File: src/rtl/ca_pkg.sv
// Shared types and the rule-table lookup for the elementary cellular automaton engine.
// A cell reads rule[7-idx], where idx = {left, centre, right}.
package ca_pkg;

    localparam int RULE_W = 8;

    typedef enum logic [1:0] {
        IDLE,
        RUN,
        DONE
    } ca_state_e;

    function automatic logic rule_lookup(input logic [RULE_W-1:0] rule,
                                         input logic l,
                                         input logic c,
                                         input logic r);
        logic [2:0] idx;
        idx = {l, c, r};
        return rule[3'd7 - idx];
    endfunction

endpackage

File: src/rtl/ca_cell.sv
// Next-state lookup for one cell. It is purely combinational, so it adds no latency.
// It has no handshake and therefore no backpressure.
module ca_cell
    import ca_pkg::*;
(
    input  logic [RULE_W-1:0] rule_i,
    input  logic              l_i,
    input  logic              c_i,
    input  logic              r_i,
    output logic              next_o
);

    assign next_o = rule_lookup(rule_i, l_i, c_i, r_i);

endmodule

File: src/rtl/ca_rule_engine.sv
// A WIDTH-cell elementary cellular automaton that applies one generation per clock after start.
// Done pulses one cycle after the final generation. load_ready is high only in IDLE.
module ca_rule_engine
    import ca_pkg::*;
#(
    parameter int          WIDTH      = 16,
    parameter int          GEN_W      = 16,
    parameter logic [7:0]  RESET_RULE = 8'h63
) (
    input  logic              clk,
    input  logic              rst_n,
    input  logic              cfg_we,
    input  logic [RULE_W-1:0] cfg_rule,
    input  logic              cfg_wrap,
    input  logic              load_valid,
    output logic              load_ready,
    input  logic [WIDTH-1:0]  load_data,
    input  logic              start,
    input  logic [GEN_W-1:0]  run_gens,
    input  logic              abort,
    output logic              busy,
    output logic              done,
    output logic [GEN_W-1:0]  gen_count,
    output logic [WIDTH-1:0]  state_out
);

    ca_state_e         state_q, state_d;
    logic [WIDTH-1:0]  cells_q, cells_d, cells_nxt;
    logic [GEN_W-1:0]  gen_q, gen_d, gen_inc;
    logic [GEN_W-1:0]  target_q, target_d;
    logic [RULE_W-1:0] rule_q, rule_d;
    logic              wrap_q, wrap_d;
    logic              ready_q;

    // Constant-0 boundary cells are handled by masking the wrapped neighbour with wrap_q.
    for (genvar i = 0; i < WIDTH; i++) begin : g_cell
        logic l, r;
        if (i == WIDTH - 1) begin : g_l_edge
            assign l = wrap_q & cells_q[0];
        end else begin : g_l_in
            assign l = cells_q[i+1];
        end
        if (i == 0) begin : g_r_edge
            assign r = wrap_q & cells_q[WIDTH-1];
        end else begin : g_r_in
            assign r = cells_q[i-1];
        end
        ca_cell u_cell (
            .rule_i (rule_q),
            .l_i    (l),
            .c_i    (cells_q[i]),
            .r_i    (r),
            .next_o (cells_nxt[i])
        );
    end

    assign gen_inc = gen_q + GEN_W'(1);

    always_comb begin
        state_d  = state_q;
        cells_d  = cells_q;
        gen_d    = gen_q;
        target_d = target_q;
        rule_d   = rule_q;
        wrap_d   = wrap_q;
        case (state_q)
            IDLE: begin
                if (cfg_we) begin
                    rule_d = cfg_rule;
                    wrap_d = cfg_wrap;
                end
                // A seed load takes precedence over a coincident start.
                if (load_valid && ready_q) begin
                    cells_d = load_data;
                end else if (start) begin
                    gen_d = '0;
                    if (run_gens == '0) begin
                        state_d = DONE;
                    end else begin
                        target_d = run_gens;
                        state_d  = RUN;
                    end
                end
            end
            RUN: begin
                if (abort) begin
                    state_d = DONE;
                end else begin
                    cells_d = cells_nxt;
                    gen_d   = gen_inc;
                    if (gen_inc == target_q) begin
                        state_d = DONE;
                    end
                end
            end
            DONE:    state_d = IDLE;
            default: state_d = IDLE;
        endcase
    end

    always_ff @(posedge clk or negedge rst_n) begin
        if (!rst_n) begin
            state_q  <= IDLE;
            cells_q  <= '0;
            gen_q    <= '0;
            target_q <= '0;
            rule_q   <= RESET_RULE;
            wrap_q   <= 1'b0;
            ready_q  <= 1'b0;
        end else begin
            state_q  <= state_d;
            cells_q  <= cells_d;
            gen_q    <= gen_d;
            target_q <= target_d;
            rule_q   <= rule_d;
            wrap_q   <= wrap_d;
            ready_q  <= (state_d == IDLE);
        end
    end

    assign load_ready = ready_q;
    assign busy       = (state_q == RUN);
    assign done       = (state_q == DONE);
    assign gen_count  = gen_q;
    assign state_out  = cells_q;

endmodule

File: config.mk
export PLATFORM = sky130hd
export DESIGN_NAME = ca_rule_engine
export DESIGN_NICKNAME = d
export VERILOG_FILES = /design/src/rtl/ca_pkg.sv /design/src/rtl/ca_cell.sv /design/src/rtl/ca_rule_engine.sv
export SDC_FILE = /design/constraint.sdc
export NUM_CORES = 1
export LEC_CHECK = 0
export BUFFER_PORTS_ARGS = -buffer_cell sky130_fd_sc_hd__buf_2
export CAP_MARGIN = 20
export CORE_ASPECT_RATIO = 1.4
export CORE_MARGIN = 2
export CORE_UTILIZATION = 37
export CTS_CLUSTER_DIAMETER = 30
export DETAILED_ROUTE_END_ITERATION = 8
export PLACE_DENSITY = 0.65
export SLEW_MARGIN = 20
export SYNTH_ARGS = -nofsm -noshare
export SYNTH_HDL_FRONTEND = slang
export SYNTH_SLANG_ARGS = --single-unit
File: constraint.sdc
create_clock -name clk -period 2.4 [get_ports clk]
set_clock_uncertainty 0.15 [all_clocks]
set_input_delay 0.12 -clock clk [delete_from_list [all_inputs] [get_ports clk]]
set_output_delay 0.12 -clock clk [all_outputs]
set_load 0.01 [all_outputs]
==> results.txt <==
- The flow ran to the end, and the final reports show no timing, DRC or antenna violations.
- Via count: 3617
- Final-report setup violation count: 0
- After clock tree synthesis, the clock-pin slew on the worst setup and hold paths is 0.06 ns.
- In the final layout, the share of cells above drive strength 1 is 0.350.
- Input/output buffers: 81
- The Yosys step of the flow raised 0 warnings.
- STA classifies the critical path startpoint as a register.
* Max-slew violations: 0
- Adder-cell area share of the yosys netlist: 0.00518
- The worst-case IR drop observed on VDD is 0.526 mV.
* Hold Fails Final Rpt: 0
- TritonCTS clock tree: built
- Of the total synthesized cell area, the portion taken by AND, OR, NAND and NOR gates is 0.142.
- Buffers added to address setup during post-CTS repair amount to 0.
* Total length of routed wires: 10700 um
- Post-placement setup slack: 0.127 ns
- The first global-routing pass estimated 17400 um of wire.
* Diodes inserted: 0
- Data arrival time at the worst-slack endpoint: 2.23 ns
- Most common cell after layout, fill and taps aside: sky130_fd_sc_hd__buf_2
- EDFF count, synth: 0
- Critical path capture point type: register
- Dividing the final minimum period by the clock period gives 0.914.
- The worst hold path passes through 4 cells.
- CP Data Required Time: 2.43 ns
- The area growth from synthesis to layout is 25.8%.
* Hold Slack: 0.0112 ns
- The initial utilization of the core area, before any placement, comes to 0.382.
- Portion of netlist area occupied by mux cells: 0.265
* Power Dens Cells: 1210 nW/um^2
- Tightest slew margin relative to the limit: 0.337
- Top library cells by usage in the layout, fill and taps aside: sky130_fd_sc_hd__buf_2 (81), sky130_fd_sc_hd__dfrtp_1 (56), sky130_fd_sc_hd__dlygate4sd3_1 (42), sky130_fd_sc_hd__nand2_1 (40), sky130_fd_sc_hd__mux4_2 (32)
* Root buf cell: sky130_fd_sc_hd__clkbuf_16
* Number of CTS-inserted buffers: 9
- Initial antenna violation count: 0
- After routing, the total negative slack on setup checks comes to 0 ns.
* Worst setup slack after layout: 0.207 ns
- Async set-or-reset flop fraction in the synthesized netlist: 1.00
- The wire-length estimate of the detail-placed layout is 7490 um.
* Kind of path behind the tightest hold check: input port to register
- Gp weighted congestion: 0.836
- Max H-tree Level: 3
- WS Path Type: register to register
* Share of the synthesized area in compound gates (AO/OA/AOI/OAI): 0.112
- Width of the die: 95.6 um
* Clock Tree Buf Depth: 2
- Routed len/inst: 16.3 um
* Die outline height: 132 um
- Achievable frequency: 0.456 GHz
- In this run the remaining antenna-violating nets after routing total 0.
- Clock latency at the later pin of the worst-skew pair: 0.33 ns
- Maximum fanout count along the critical path: 9
* Total standard cell area after synthesis: 4350 um^2
- Counting every net in the synthesized netlist gives 472.
- Static Leak: 2.34 nW
- Non-filler instance count after layout: 659
- 82 I/O pins were placed.
- For this design, the sink count on the clock tree is 60.
* DR pass1 iterations: 4
* Largest net degree at the start of global routing: 61
* Final-stage net count: 558
- Std-Cell Rows: 46
- The synthesized netlist contains 52 unique library cells.
- Synth Area in XOR/XNOR: 0.0486
- Time the final worst path needs with I/O delays and setup: 2.19 ns
- For this run, the register share of the synthesized area comes to 0.346.
- After technology mapping, the gate count stands at 424.
- Counting cells, the worst reg-to-reg path comes to 6.
- For this block, the initial DRC count from the detailed router was 113.
* Global route total overflow: 0
- After synthesis, the mean cell area works out to 10.3 um^2.
- After synthesis, the largest family of logic cells by area is multiplexers.
- After detailed routing, the number of remaining DRC violations is 0.
* Global-route usage over all layers: 0.176
* # placed instances: 601
- Transition time of the tightest slew-check pin: 0.991 ns
- Counting flops and latches in the post-synthesis netlist gives 60.
- Primary flip-flop cell chosen by synthesis mapping: sky130_fd_sc_hd__dfrtp_1
- Via count of the first global-routing pass: 3638
- Overall die area: 12600 um^2
* RSZ-0062 raised after global routing: false
* Maxcap violations: 0
- After detailed routing, the number of vias per cell comes to 5.49.
* Number of filler instances in the final layout: 1014
- The total area inside the core boundary comes to 11400 um^2.
synth_stat cells (8+ instances only):
library cell,count,area [um^2]
sky130_fd_sc_hd__a21oi_1,28,140
sky130_fd_sc_hd__xnor2_1,8,70.1
sky130_fd_sc_hd__mux4_2,32,721
sky130_fd_sc_hd__clkbuf_1,34,128
sky130_fd_sc_hd__nand3_1,8,40.0
sky130_fd_sc_hd__nand2_1,40,150
sky130_fd_sc_hd__mux2_2,20,225
sky130_fd_sc_hd__buf_4,17,128
sky130_fd_sc_hd__dfrtp_1,56,1400
sky130_fd_sc_hd__o21ai_1,27,135
sky130_fd_sc_hd__mux2i_1,15,150
sky130_fd_sc_hd__nor2_1,29,109
sky130_fd_sc_hd__xor2_1,13,114
sky130_fd_sc_hd__o21ai_0,15,75.1
cell families after synthesis:
logic type                 Yosys count
AOI/OAI and AO/OA                   88
xor gates and xnor gates            22
adders and majority gates            2
buffers and inverters               65
DFF                                 60
muxes                               72
and+or+nand+nor                    115
final cells by class:
class | instances | area (um^2) | area share
clock buffers | 9 | 225 | 0.0412
clock inverters | 7 | 115 | 0.0210
inverters | 6 | 22.5 | 0.00412
multi-input cells | 299 | 2500 | 0.457
flip-flops and latches | 60 | 1510 | 0.275
well taps | 144 | 180 | 0.0329
repair buffers | 134 | 921 | 0.168
state kept, by name, summed over array words and instances (netlist names):
name and flops:
state_q 2, wrap_q 1, load_ready 1, target_q 16, rule_q 8, gen_count 16, state_out 16
report_power, final:
part,total (mW),switching [mW],internal [mW]
Combinational,2.87,1.15,1.73
Clock,1.49,0.480,1.01
Sequential,2.26,0.837,1.42
Total,6.62,2.46,4.16
per-layer routing:
| metal | vias to the layer above | track usage | wire, um |
|---|---|---|---|
| met2 | 121 | 0.312 | 5750 |
| li1 | 1709 | - | - |
| met1 | 1766 | 0.192 | 4100 |
| met3 | 21 | 0.0412 | 596 |
| met4 | 0 | 0.0857 | 293 |
| met5 | - | 0 | 0 |
stage by stage:
step | power (mW) | instance area [um^2] | utilization
global placement | 5.00 | 4700 | 0.412
global route | 7.10 | 5470 | 0.480
detailed placement | 5.11 | 4700 | 0.412
finish | 6.62 | 5470 | 0.480
floorplan | 4.58 | 4350 | -
CTS | 6.67 | 5460 | 0.479
critical path, cell delays in order, from the launching register on:
cell                      delay (ns)
sky130_fd_sc_hd__dfrtp_1        0.52
sky130_fd_sc_hd__nand4_4        0.19
sky130_fd_sc_hd__nor4_2         0.41
sky130_fd_sc_hd__xnor2_1        0.17
sky130_fd_sc_hd__nand2_1        0.09
sky130_fd_sc_hd__nor4b_2        0.34
sky130_fd_sc_hd__a41oi_1        0.16
final timing paths:
| path | from | to | slack [ns] |
|---|---|---|---|
| max | gen_count[2] | state_q[0] | 0.21 |
| min | abort | state_q[1] | 0.01 |
| max reg2reg | gen_count[2] | state_q[0] | 0.21 |
| min reg2reg | target_q[12] | target_q[12] | 0.36 |
| max in group asynchronous | rst_n | state_out[12] | 1.25 |
| min in group asynchronous | rst_n | state_out[15] | 0.33 |
repair_timing:
item                                    in CTS  in global routing
hold buffers                                42                  0
endpoints found under the setup margin       0                  2
endpoints found under the hold margin       97                  0
resized for setup                            0                  1
(Power assumes the default switching activity.)
